<file path="src/rtl/lsu_mem_arbiter.sv">
// lsu_mem_arbiter: shares the single data-memory/peripheral bus between the
// core LSU (requester 0) and the debug/program-loader port (requester 1).
// One transaction is in flight at a time: IDLE -> REQ -> (RSP) -> CMPL -> IDLE.
// A response timeout finishes a stuck transaction with an error so the core
// never hangs on a dead peripheral.
module lsu_mem_arbiter #(
  parameter int ADDR_W  = 32,
  parameter int DATA_W  = 32,
  parameter int TIMEOUT = 255,
  parameter int TO_W    = 8
) (
  input  logic                i_clk,
  input  logic                i_rst_n,
  // core requester
  input  logic                i_c_valid,
  input  logic                i_c_we,
  input  logic [ADDR_W-1:0]   i_c_addr,
  input  logic [DATA_W-1:0]   i_c_wdata,
  input  logic [DATA_W/8-1:0] i_c_be,
  output logic                o_c_ready,
  output logic [DATA_W-1:0]   o_c_rdata,
  output logic                o_c_err,
  // debug requester
  input  logic                i_d_valid,
  input  logic                i_d_we,
  input  logic [ADDR_W-1:0]   i_d_addr,
  input  logic [DATA_W-1:0]   i_d_wdata,
  input  logic [DATA_W/8-1:0] i_d_be,
  output logic                o_d_ready,
  output logic [DATA_W-1:0]   o_d_rdata,
  output logic                o_d_err,
  // memory bus
  output logic                o_m_req,
  output logic                o_m_we,
  output logic [ADDR_W-1:0]   o_m_addr,
  output logic [DATA_W-1:0]   o_m_wdata,
  output logic [DATA_W/8-1:0] o_m_be,
  input  logic                i_m_gnt,
  input  logic                i_m_rvalid,
  input  logic [DATA_W-1:0]   i_m_rdata,
  output logic                o_busy
);

  localparam int BE_W = DATA_W / 8;
  localparam logic [TO_W-1:0] TO_LAST = TO_W'(TIMEOUT - 1);

  typedef enum logic [1:0] {S_IDLE, S_REQ, S_RSP, S_CMPL} state_e;

  state_e              state_q, state_d;
  logic                owner_q, owner_d;   // 0 = core, 1 = debug
  logic                last_q, last_d;     // last winner, same encoding
  logic                we_q, we_d;
  logic [ADDR_W-1:0]   addr_q, addr_d;
  logic [DATA_W-1:0]   wdata_q, wdata_d;
  logic [BE_W-1:0]     be_q, be_d;
  logic [TO_W-1:0]     cnt_q, cnt_d;
  logic                err_q, err_d;
  logic [DATA_W-1:0]   c_rdata_q, c_rdata_d;
  logic [DATA_W-1:0]   d_rdata_q, d_rdata_d;

  logic                any_valid;
  logic                pick_dbg;
  logic                rsp_done;
  logic                to_hit;
  logic [DATA_W-1:0]   cmpl_data;

  // Debug wins when it is alone, or on a tie when core was served last.
  assign any_valid = i_c_valid | i_d_valid;
  assign pick_dbg  = i_d_valid & (~i_c_valid | ~last_q);

  // Completion beats timeout; rvalid without gnt in REQ does not complete.
  assign rsp_done  = ((state_q == S_REQ) & i_m_gnt & i_m_rvalid) |
                     ((state_q == S_RSP) & i_m_rvalid);
  assign to_hit    = ((state_q == S_REQ) | (state_q == S_RSP)) & (cnt_q == TO_LAST);
  assign cmpl_data = (rsp_done & ~we_q) ? i_m_rdata : '0;

  // State and datapath registers; reset drops any transaction in flight.
  always_ff @(posedge i_clk or negedge i_rst_n) begin
    if (!i_rst_n) begin
      state_q   <= S_IDLE;
      owner_q   <= 1'b0;
      last_q    <= 1'b1;
      we_q      <= 1'b0;
      addr_q    <= '0;
      wdata_q   <= '0;
      be_q      <= '0;
      cnt_q     <= '0;
      err_q     <= 1'b0;
      c_rdata_q <= '0;
      d_rdata_q <= '0;
    end else begin
      state_q   <= state_d;
      owner_q   <= owner_d;
      last_q    <= last_d;
      we_q      <= we_d;
      addr_q    <= addr_d;
      wdata_q   <= wdata_d;
      be_q      <= be_d;
      cnt_q     <= cnt_d;
      err_q     <= err_d;
      c_rdata_q <= c_rdata_d;
      d_rdata_q <= d_rdata_d;
    end
  end

  // Next-state logic for the transaction sequencer.
  always_comb begin
    state_d = state_q;
    case (state_q)
      S_IDLE: if (any_valid) state_d = S_REQ;
      S_REQ: begin
        if (i_m_gnt && i_m_rvalid) state_d = S_CMPL;
        else if (to_hit)           state_d = S_CMPL;
        else if (i_m_gnt)          state_d = S_RSP;
      end
      S_RSP:  if (i_m_rvalid || to_hit) state_d = S_CMPL;
      S_CMPL: state_d = S_IDLE;
      default: state_d = S_IDLE;
    endcase
  end

  // Grant/payload capture, timeout counting and response latching.
  always_comb begin
    owner_d   = owner_q;
    last_d    = last_q;
    we_d      = we_q;
    addr_d    = addr_q;
    wdata_d   = wdata_q;
    be_d      = be_q;
    cnt_d     = cnt_q;
    err_d     = err_q;
    c_rdata_d = c_rdata_q;
    d_rdata_d = d_rdata_q;
    case (state_q)
      S_IDLE: begin
        if (any_valid) begin
          owner_d = pick_dbg;
          last_d  = pick_dbg;
          cnt_d   = '0;
          err_d   = 1'b0;
          if (pick_dbg) begin
            we_d    = i_d_we;
            addr_d  = i_d_addr;
            wdata_d = i_d_wdata;
            be_d    = i_d_be;
          end else begin
            we_d    = i_c_we;
            addr_d  = i_c_addr;
            wdata_d = i_c_wdata;
            be_d    = i_c_be;
          end
        end
      end
      S_REQ, S_RSP: begin
        cnt_d = cnt_q + 1'b1;
        if (rsp_done || to_hit) begin
          err_d = ~rsp_done;
          if (owner_q) d_rdata_d = cmpl_data;
          else         c_rdata_d = cmpl_data;
        end
      end
      default: ;
    endcase
  end

  // Bus and requester outputs decoded from the registered state.
  always_comb begin
    o_m_req   = (state_q == S_REQ);
    o_m_we    = we_q;
    o_m_addr  = addr_q;
    o_m_wdata = wdata_q;
    o_m_be    = be_q;
    o_busy    = (state_q != S_IDLE);
    o_c_ready = (state_q == S_CMPL) & ~owner_q;
    o_d_ready = (state_q == S_CMPL) & owner_q;
    o_c_err   = o_c_ready & err_q;
    o_d_err   = o_d_ready & err_q;
    o_c_rdata = c_rdata_q;
    o_d_rdata = d_rdata_q;
  end

endmodule

</file>
<file path="config.mk">
export PLATFORM = sky130hd
export DESIGN_NAME = lsu_mem_arbiter
export DESIGN_NICKNAME = d
export VERILOG_FILES = /design/src/rtl/lsu_mem_arbiter.sv
export SDC_FILE = /design/constraint.sdc
export NUM_CORES = 1
export LEC_CHECK = 0
export BUFFER_PORTS_ARGS = -buffer_cell sky130_fd_sc_hd__buf_2
export CORE_ASPECT_RATIO = 1.4
export CORE_UTILIZATION = 45
export CTS_CLUSTER_SIZE = 24
export DETAILED_ROUTE_END_ITERATION = 6
export PLACE_DENSITY = 0.8
export SETUP_SLACK_MARGIN = 0.2
export SLEW_MARGIN = 20
export SYNTH_ARGS = -nofsm -noshare
export SYNTH_HDL_FRONTEND = slang
export SYNTH_SLANG_ARGS = --single-unit
</file>
<file path="constraint.sdc">
create_clock -name i_clk -period 2.8 [get_ports i_clk]
set_input_delay 0.42 -clock i_clk [delete_from_list [all_inputs] [get_ports i_clk]]
set_output_delay 0.42 -clock i_clk [all_outputs]
set_load 0.02 [all_outputs]
</file>
# --- Word-level counts from Yosys, hierarchy flattened ---
# Index checks and enable logic that the tools add are counted.
# W data, S select, Z words.
classes:
  reduce_logical: 13
  mux: 16
  bitwise_logic: 19
  n_addsub: 1
  eq_ne: 8
op_table:
  columns: ["op", "count"]
  rows:
  - ["$mux W32", 3]
  - ["$pmux W8 S2", 1]
  - ["$reduce_and A3 Y1", 4]
  - ["$and A1 B1 Y1", 10]
  - ["$mux W2", 5]
  - ["$add A8 B1 Y8 const B", 1]
  - ["$eq A8 B8 Y1 const B", 1]
  - ["$mux W8", 1]
  - ["$pmux W2 S4", 1]
  - ["$not A1 Y1", 5]
  - ["$eq A2 B2 Y1 const B", 2]
  - ["$mux W4", 1]
  - ["$ne A2 B2 Y1 const B", 2]
  - ["$ne A4 B1 Y1 const B", 1]
  - ["$or A1 B1 Y1", 4]
  - ["$reduce_and A2 Y1", 2]
  - ["$reduce_bool A2 Y1", 2]
  - ["$mux W1", 3]
  - ["$eq A2 B1 Y1 const B", 1]
  - ["$logic_not A2 Y1", 1]
  - ["$logic_or A1 B1 Y1", 2]
  - ["$ne A2 B1 Y1 const B", 1]
  - ["$pmux W1 S2", 1]
  - ["$reduce_or A2 Y1", 1]
  - ["$logic_and A1 B1 Y1", 1]
word_totals:
  ff_bits: 146
  wordCells: 68
  inputBits: 176
  out_inout_bits: 139

# --- Logic depth before layout (Yosys ltp) ---
# Gate-level depths: netlist (run 1).
logic_depth:
  word_depth: 7
  ltp_mapped: 8
  mapped_depth_nobuf: 6

# --- Worst setup path before layout (run 1) ---
# No wires, ideal clock.
synth_path:
  path_kind: "register -> register"
  start: "register state_q[0]"
  end: "register cnt_q[6]"
  n_path_buf: 1
  setup_time_ps: 66
  arrival_ps: 1903
  required_time_ps: 2734
  path_slack_ps: 831
  period_less_slack_ps: 1969
  stages_incl_launch_ff: 8
  cell_sequence: "dfrtp_1 -> inv_1 -> ha_1 -> clkbuf_1 -> nor2b_1 -> o21ai_0 -> or4_1 -> nand2_1"
synth_via:
  elab_chain_len: 4
  elab_cells_between_ends: 8
  classes_between: "eq/ne (3); mux (1); reduce/logical (4)"
synth_lines:
  columns: ["element", "line", "text"]
  rows:
  - ["start, declared", "49", "state_e state_q, state_d;"]
  - ["start signal, assigned", "92", "state_q <= state_d;"]
  - ["$eq A2 B1 Y1 or $eq A2 B2 Y1 (tied branches)", "134", "case (state_q)"]
  - ["$reduce_or A2 Y1", "134", null]
  - ["$reduce_bool A2 Y1 (no line)", null, null]
  - ["$reduce_and A2 Y1 (no line)", null, null]
  - ["end signal, assigned", "99", "cnt_q <= cnt_d;"]
  - ["end, declared", "56", "logic [TO_W-1:0] cnt_q, cnt_d;"]
# Several ways; a longest one is shown, not always the timed one.
# A chain may end at the register's enable or synchronous reset.

# --- Worst setup path in the final report (run 1) ---
layout_path:
  start: "register state_q[0]"
  end: "register c_rdata_q[8], in the netlist o_c_rdata[8]"
layout_via:
  elab_chain_len: 6
  elab_cells_between_ends: 13
  classes_between: "eq/ne (2); mux (1); bitwise (7); reduce/logical (3)"
layout_lines:
  columns: ["element", "line", "text"]
  rows:
  - ["$eq A2 B1 Y1", "72, 74, 134", null]
  - ["$and A1 B1 Y1 (2 in a row)", "72", "assign rsp_done = ((state_q == S_REQ) & i_m_gnt & i_m_rvalid) |"]
  - ["$or A1 B1 Y1", "72", null]
  - ["$and A1 B1 Y1 or $logic_or A1 B1 Y1 (tied branches)", "75, 156", null]
  - ["$mux W32 or $reduce_and A3 Y1 (tied branches)", null, null]
  - ["end signal, assigned", "101", "c_rdata_q <= c_rdata_d;"]
  - ["end, declared", "58", "logic [DATA_W-1:0] c_rdata_q, c_rdata_d;"]
# Several ways; a longest one is shown, not always the timed one.

==> metrics.md, run 1 <==
| Metric | Value |
|---|---|
| Synthesized netlist cell count | `roughly 630` |
| Setup Viol. Count Final | `0` |
| Total power | `approximately 10,000 uW` |
| Clk network pwr share | `0.230` |
| RSZ-0062 raised after global routing | `no` |
| Worst-path clk slew | `0.06 ns` |
| Status | `complete, no violations` |
| Fin. Hold Viols | `0` |
| First-pass GRT wire length | `28,240 um` |
| Net Sw Frac | `0.4171` |
| Max VDD drop | `a little over 500 uV` |
| Seq cells post-synth | `around 150` |
| Max_slew headroom | `0.6162` |
| CTS tree | `done` |
| Buffers on Ports | `314` |
| Chip height | `146.2 um` |
| Pwr dens | `1099 nW/um2` |
| Drt pass-1 iters | `4` |
| Final worst-path cycle share | `0.8450` |
| H-tree Lvls | `4` |
| Initial DRC Count | `between 150 and 200` |
| Initial antenna violation count | `4` |
| Startpoint types | `flip-flop` |
| Hold slack | `0.2802 ns` |
| Hold Path Stages | `3` |
| DRC | `0` |
| Adder-cell share of the synthesized area | `0.01310` |
| CTS Buf Count | `17` |
| Max-capacitance violation count | `0` |
| Worst-Margin Slew | `approximately 0.57 ns` |
| Via count | `about 5,400` |
| Area Overhead vs Synth | `36.47%` |
| R2R cell count | `7` |
| Total congestion overflow | `0` |
| Top Ports | `~320` |
| Total track usage | `0.2409` |
| Largest family of logic cells by synthesized area | `multiplexers` |
| Top FF cell, synth | `dfrtp_1` |
| Simple-Gate Fraction of Synth Area | `0.08218` |
| Seq pwr share | `0.348` |
| Avg WL per Cell | `15.55 um` |
| Part of the power in combinational logic | `0.422` |
| ANT nets after route | `0` |
| Power Internal | `between 5000 and 6000 uW` |
| Post-Syn Nets | `809` |
| Initial Util | `0.4607` |
| Yosys warns | `0` |
| Fmax achieved | `about 420 MHz` |
| TNS Setup | `0 ns` |
| Synth Area in Compound Gates | `0.08106` |
| Min Tclk post-route | `approximately 2.4 ns` |
| Clock latency on the worst-skew pair | `0.41 ns` |
| CP Class | `reg -> reg` |
| Clock Tree Buf Depth | `2` |
| Async set-reset flop share out of synthesis | `1.000` |
| Root Driver | `clkbuf_16` |
| Arr. time, crit path | `between 2 and 3 ns` |
| Synth Area per Inst | `about 11 um2` |
| Worst clock skew | `~0.0094 ns` |
| Share of cells above drive strength 1 | `0.3887` |
| Hpwl dp | `~14,000 um` |
| Leakage power | `0.004724 uW` |
| WL final | `roughly 18,000 um` |
| Data required, critical path | `between 3 and 4 ns` |
| Final instance area | `9121 um2` |
| Hold/Removal Path Class | `in -> reg` |
| Cell area after synthesis | `around 6700 um2` |
| Post-synthesis mux area share | `0.2031` |
| Post-Synth XOR/XNOR Area | `0.005241` |
| Final cell count without fillers | `approximately 1,100` |
| Row cnt | `52` |
| Pin count of the biggest net entering global routing | `69` |
| Number of flops mapped to enable cells by yosys | `0` |
| CORE AREA | `about 15,000 um2` |
| Die width | `105 um` |
| Sequential share of the synthesized area | `0.5468` |
| CTS sink cnt | `~150` |
| Nets | `around 1,100` |
| Die ar. | `15,350 um2` |
| Via density | `roughly 4.7` |
| Final Max Tran Viols | `0` |
| Placed insts | `around 1,100` |
| GP Congestion | `0.8407` |
| Placed inst area | `8498 um2` |
| Number of global-route vias before repair | `between 5,000 and 6,000` |
| Endpoint class of the critical path | `flip-flop` |
| P_sw | `4182 uW` |
| R2R Setup Slk | `~0.43 ns` |
| Synth cell types | `between 40 and 50` |
| Crit path max fanout | `32` |
| Post-CTS setup repair buffer count | `0` |
[timing repair]
item,in CTS,in global routing
setup endpoints to repair,0,3
endpoints found under the hold margin,53,0
hold buffers,1,0
resized for setup,0,1
[layout make-up]
| type | instances | area (um2) |
|---|---|---|
| diodes | 2 | 5.005 |
| clock buffers | 20 | 456.7 |
| clock inverters | 12 | 148.9 |
| fillers | 1231 | 5388 |
| inverters | 70 | 262.8 |
| multi-input cells | 375 | 2601 |
| flip-flops and latches | 146 | 3655 |
| well taps | 189 | 236.5 |
| repair buffers | 329 | 1755 |
[cells in the mapped netlist, types with 3 or more instances]
master,instances,area share
dfrtp_1,145,0.54
mux2i_1,133,0.20
nand2_1,108,0.061
o21ai_0,72,0.054
inv_1,70,0.039
clkbuf_1,16,0.0090
buf_2,9,0.0067
nor2_1,9,0.0051
buf_6,7,0.012
ha_1,7,0.013
a21oi_1,5,0.0037
nand2b_1,4,0.0037
buf_1,3,0.0017
[critical path: stages, from the launching register on]
cell and delay, ns:
dfrtp_1 0.41, inv_1 0.12, ha_2 0.45, nand3_1 0.09, or3_1 0.48, a21oi_4 0.21, buf_12 0.26, mux2i_1 0.25
[metrics by stage]
step	util	setup slack [ns]
after global placement	0.5857	0.5275
after global routing	0.6287	0.2661
final	0.6287	0.4339
after floorplan	-	0.8310
after detailed placement	0.5857	0.3613
after CTS	0.6281	0.3503
[sequential cells by signal, summed over array words and instances, names as in the netlist]
| register | cells |
|---|---|
| o_c_rdata | 32 |
| o_d_rdata | 32 |
| o_m_addr | 32 |
| o_m_wdata | 32 |
| cnt_q | 8 |
| o_m_be | 4 |
| state_q | 2 |
| err_q | 1 |
| last_q | 1 |
| o_m_we | 1 |
| owner_q | 1 |
[metal layers]
layer	part of all wire	vias to the layer above	global-route usage	wire [um]
li1	-	2695	-	-
met1	0.41	2474	0.2971	7334
met2	0.50	225	0.4162	8905
met3	0.060	27	0.04955	1058
met4	0.025	4	0.08803	443
met5	0.0015	-	0	26
[cells by family (layout without fill, tap and decap cells)]
family                   Yosys count  in the layout
AO/OA/AOI/OAI                     95             95
XOR/XNOR                           4              4
buffers and inverters            105            431
flip-flops                       146            146
adder cells (fa/ha/maj)            7              7
AND/OR/NAND/NOR                  134            134
multiplexers                     135            135
other                              0              2
[cells in the final DEF (no fill, tap or decap), types with 2 or more instances in the layout]
| master | instances |
|---|---|
| a31oi_1 | 2 |
| dfrtp_1 | 145 |
| xnor2_1 | 2 |
| clkinv_4 | 6 |
| ha_1 | 6 |
| nand3_1 | 2 |
| nand2_1 | 108 |
| clkbuf_16 | 17 |
| bufinv_16 | 2 |
| mux2i_1 | 133 |
| a211oi_1 | 2 |
| buf_12 | 5 |
| inv_6 | 2 |
| xor2_1 | 2 |
| a22o_1 | 2 |
| nand2b_1 | 4 |
| inv_1 | 70 |
| o21ai_0 | 72 |
| a21oi_1 | 5 |
| clkbuf_8 | 2 |
| nor2_1 | 9 |
| buf_2 | 313 |
| diode_2 | 2 |
| a21oi_4 | 2 |
| nor2b_1 | 2 |
| buf_4 | 9 |
[power by group through the flow]
stage / clock network [uW] / registers [uW] / logic, uW
5_1_grt: 2450 / 3590 / 4640
4_1_cts: 2350 / 3480 / 4260
3_3_place_gp: 0 / 3470 / 4150
2_1_floorplan: 0 / 4430 / 1750
6_report: 2310 / 3490 / 4230
3_5_place_dp: 0 / 3510 / 4260
[final timing paths]
kind,startpoint,end
min,i_m_rdata[29],o_d_rdata[29]$_DFFE_PN0P_
min in group asynchronous,i_rst_n,o_m_wdata[21]$_DFFE_PN0P_
max reg2reg,state_q[0]$_DFFE_PN0P_,o_c_rdata[8]$_DFFE_PN0P_
max,state_q[0]$_DFFE_PN0P_,o_c_rdata[8]$_DFFE_PN0P_
max in group asynchronous,i_rst_n,last_q$_DFFE_PN1P_
min reg2reg,o_m_addr[23]$_DFFE_PN0P_,o_m_addr[23]$_DFFE_PN0P_
No activity file was read; power rests on OpenSTA's default activity.
==> run 2: changes to the inputs <==
- clock period: 2.8 -> 2.2 ns (I/O delays scaled with it)
==> metrics.md, run 2 (synthesized netlist as in run 1, its figures left out) <==
| Metric | Value |
|---|---|
| Hold slack | `0.1878 ns (-0.09243 ns)` |
| CTS sink cnt | `146 (unchanged)` |
| Via count | `5,514 (+1.6%)` |
| Worst clock skew | `0.01683 ns (+0.007438 ns)` |
| Fin util | `0.6439 (+0.01526)` |
| Row cnt | `52 (unchanged)` |
| Chip height | `146.2 um (unchanged)` |
| DRC | `0 (unchanged)` |
| Crit path max fanout | `8 (-75%)` |
| Met3 Use GR | `0.05089 (+0.001339)` |
| Pin count of the biggest net entering global routing | `86 (+25%)` |
| Setup Viol. Count Final | `0 (unchanged)` |
| CTS Buf Count | `17 (unchanged)` |
| Total power | `13,080 uW (+30%)` |
| Root Driver | `clkbuf_16` |
| Final worst-path cycle share | `0.9235 (+0.07851)` |
| Share of cells above drive strength 1 | `0.4039 (+0.01529)` |
| Pwr dens | `1400 nW/um2 (+27%)` |
| Initial DRC Count | `166 (-11%)` |
| Clock Tree Buf Depth | `2 (unchanged)` |
| Via density | `4.786 (+0.85%)` |
| ANT nets after route | `0 (unchanged)` |
| CORE AREA | `14,510 um2 (unchanged)` |
| Fill cells | `1,173 (-4.7%)` |
| Most frequent cells in the layout | `buf_2, dfrtp_1, mux2i_1, nand2_1, o21ai_0` |
| RSZ-0062 raised after global routing | `yes` |
| Leakage power | `0.004813 uW (+1.9%)` |
| Grt met1 use | `0.2921 (-0.004997)` |
| Reg area | `3655 um2 (unchanged)` |
| Initial antenna violation count | `1 (-3)` |
| Most Crowded Layer GR | `met2` |
| Total track usage | `0.2383 (-0.002543)` |
| Endpoint class of the critical path | `flip-flop` |
| Net Sw Frac | `0.4179 (+0.0008337)` |
| H-tree Lvls | `4 (unchanged)` |
| Arr. time, crit path | `2.35 ns (-0.33 ns)` |
| Grt met2 use | `0.4132 (-0.002980)` |
| CP Class | `reg -> reg` |
| Worst-path clk slew | `0.07 ns (about the same)` |
| Min Tclk post-route | `2.032 ns (-0.3343 ns)` |
| Data required, critical path | `2.52 ns (-0.60 ns)` |
| First-pass GRT wire length | `28,070 um (-0.61%)` |
| Area of the multi-input gates | `2631 um2 (+1.2%)` |
| Die width | `105 um (unchanged)` |
| R2R cell count | `9 (+2)` |
| Most common cell after layout, fill and taps aside | `buf_2` |
| Nets | `1,133 (+0.98%)` |
| GP Congestion | `0.8330 (-0.92%)` |
| Max VDD drop | `702.9 uV (+40%)` |
| Worst-Margin Slew | `0.4874 ns (-0.08706 ns)` |
| Avg WL per Cell | `15.85 um (+1.9%)` |
| Number of global-route vias before repair | `5,430 (-0.95%)` |
| Fin. Hold Viols | `0 (unchanged)` |
| CP cell instances | `inv_2 > ha_4 > nand3_2 > or3_4 > a21oi_4 > buf_12 > buf_6 > buf_16 > mux2i_1` |
| CTS tree | `done` |
| Crit-path slowest cell | `dfrtp_1` |
| Largest stage delay, worst path | `0.41 ns (-0.07 ns)` |
| TNS Setup | `0 ns (unchanged)` |
| Startpoint types | `flip-flop` |
| Max_slew headroom | `0.6667 (+0.05046)` |
| Clock latency on the worst-skew pair | `0.41 ns (about the same)` |
| WL final | `18,260 um (+2.7%)` |
| Clk network pwr share | `0.228 (-0.002)` |
| Hold Path Stages | `3 (unchanged)` |
| N_diodes | `0 (-2)` |
| Die ar. | `15,350 um2 (unchanged)` |
| Hold/Removal Path Class | `in -> reg` |
| Total congestion overflow | `0 (unchanged)` |
| Power Internal | `7611 uW (+30%)` |
| Hpwl dp | `13,360 um (-1.2%)` |
| Max-capacitance violation count | `0 (unchanged)` |
| P_sw | `5465 uW (+31%)` |
| Drt pass-1 iters | `4 (unchanged)` |
| Part of the power in combinational logic | `0.435 (+0.013)` |
| Status | `complete, no violations` |
| Final Max Tran Viols | `0 (unchanged)` |
| Top Ports | `315 (unchanged)` |
| Buffers on Ports | `314 (unchanged)` |
| Seq pwr share | `0.337 (-0.011)` |
| Fmax achieved | `492.2 MHz (+16%)` |
| Area Overhead vs Synth | `39.78%` |
| Initial Util | `0.4607 (unchanged)` |
## run 2: changes by cell type in the layout (fill, tap and decap cells not counted), sizes merged
cell and change:
buf +8, clkinv -5, inv +5, diode -2
clkinvlp +2, clkbuf +1
## run 2: final timing paths
path,startpoint,slack [ns],end
worst max-delay path,state_q[0]$_DFFE_PN0P_,0.17,o_d_rdata[27]$_DFFE_PN0P_
worst min-delay path,i_m_rdata[29],0.19,o_c_rdata[29]$_DFFE_PN0P_
worst max register to register,state_q[0]$_DFFE_PN0P_,0.17,o_d_rdata[27]$_DFFE_PN0P_
worst min register to register,o_m_wdata[28]$_DFFE_PN0P_,0.47,o_m_wdata[28]$_DFFE_PN0P_
max in group asynchronous,i_rst_n,1.10,o_d_rdata[28]$_DFFE_PN0P_
min in group asynchronous,i_rst_n,0.40,o_m_wdata[23]$_DFFE_PN0P_
## run 2: metrics by stage
stage | instances | instance area [um2] | setup WS [ns]
2_1_floorplan | 626 | 6684 | 0.2310
5_1_grt | 1152 | 9343 | 0.09871
4_1_cts | 1147 | 9238 | 0.1496
6_report | 1152 | 9343 | 0.1682
3_3_place_gp | 1109 | 8531 | 0.1446
3_5_place_dp | 1109 | 8531 | 0.01394
## run 2: critical path, delay by kind of cell, from the launching register on
kind / cells / cell delay (ns)
multiplexers: 1 / 0.18
AND/OR/NAND/NOR: 2 / 0.45
buffers and inverters: 4 / 0.47
AO/OA/AOI/OAI: 1 / 0.16
adder cells (fa/ha/maj): 1 / 0.27
flip-flops: 1 / 0.41
## run 2: repair_timing
action,4_1_cts,5_1_grt
setup endpoints to repair,66,68
gates cloned,2,2
resized for setup,4,8
hold buffers,1,0
buffers inserted,3,3
hold endpoints to repair,43,0
## run 2: layout make-up
cell class / count / area share
Clock buffer: 18 / 0.04701
Clock inverter: 14 / 0.01781
Inverter: 70 / 0.02812
Multi-Input combinational cell: 375 / 0.2816
Sequential cell: 146 / 0.3912
Tap cell: 189 / 0.02531
Timing Repair Buffer: 340 / 0.2089
## run 2: metal layers
layer / share of wire / wire length, um / up-vias
met4: 0.021 / 377 / 2
li1: - / - / 2718
met1: 0.41 / 7499 / 2525
met5: 0.00055 / 10 / -
met2: 0.51 / 9329 / 243
met3: 0.057 / 1038 / 26
## run 2: power groups by stage
stage | clock (uW) | combinational, uW | sequential, uW
2_1_floorplan | 0 | 2230 | 5630
3_3_place_gp | 0 | 5360 | 4380
3_5_place_dp | 0 | 5500 | 4430
4_1_cts | 3040 | 5600 | 4400
5_1_grt | 3150 | 6190 | 4540
6_report | 2980 | 5690 | 4410
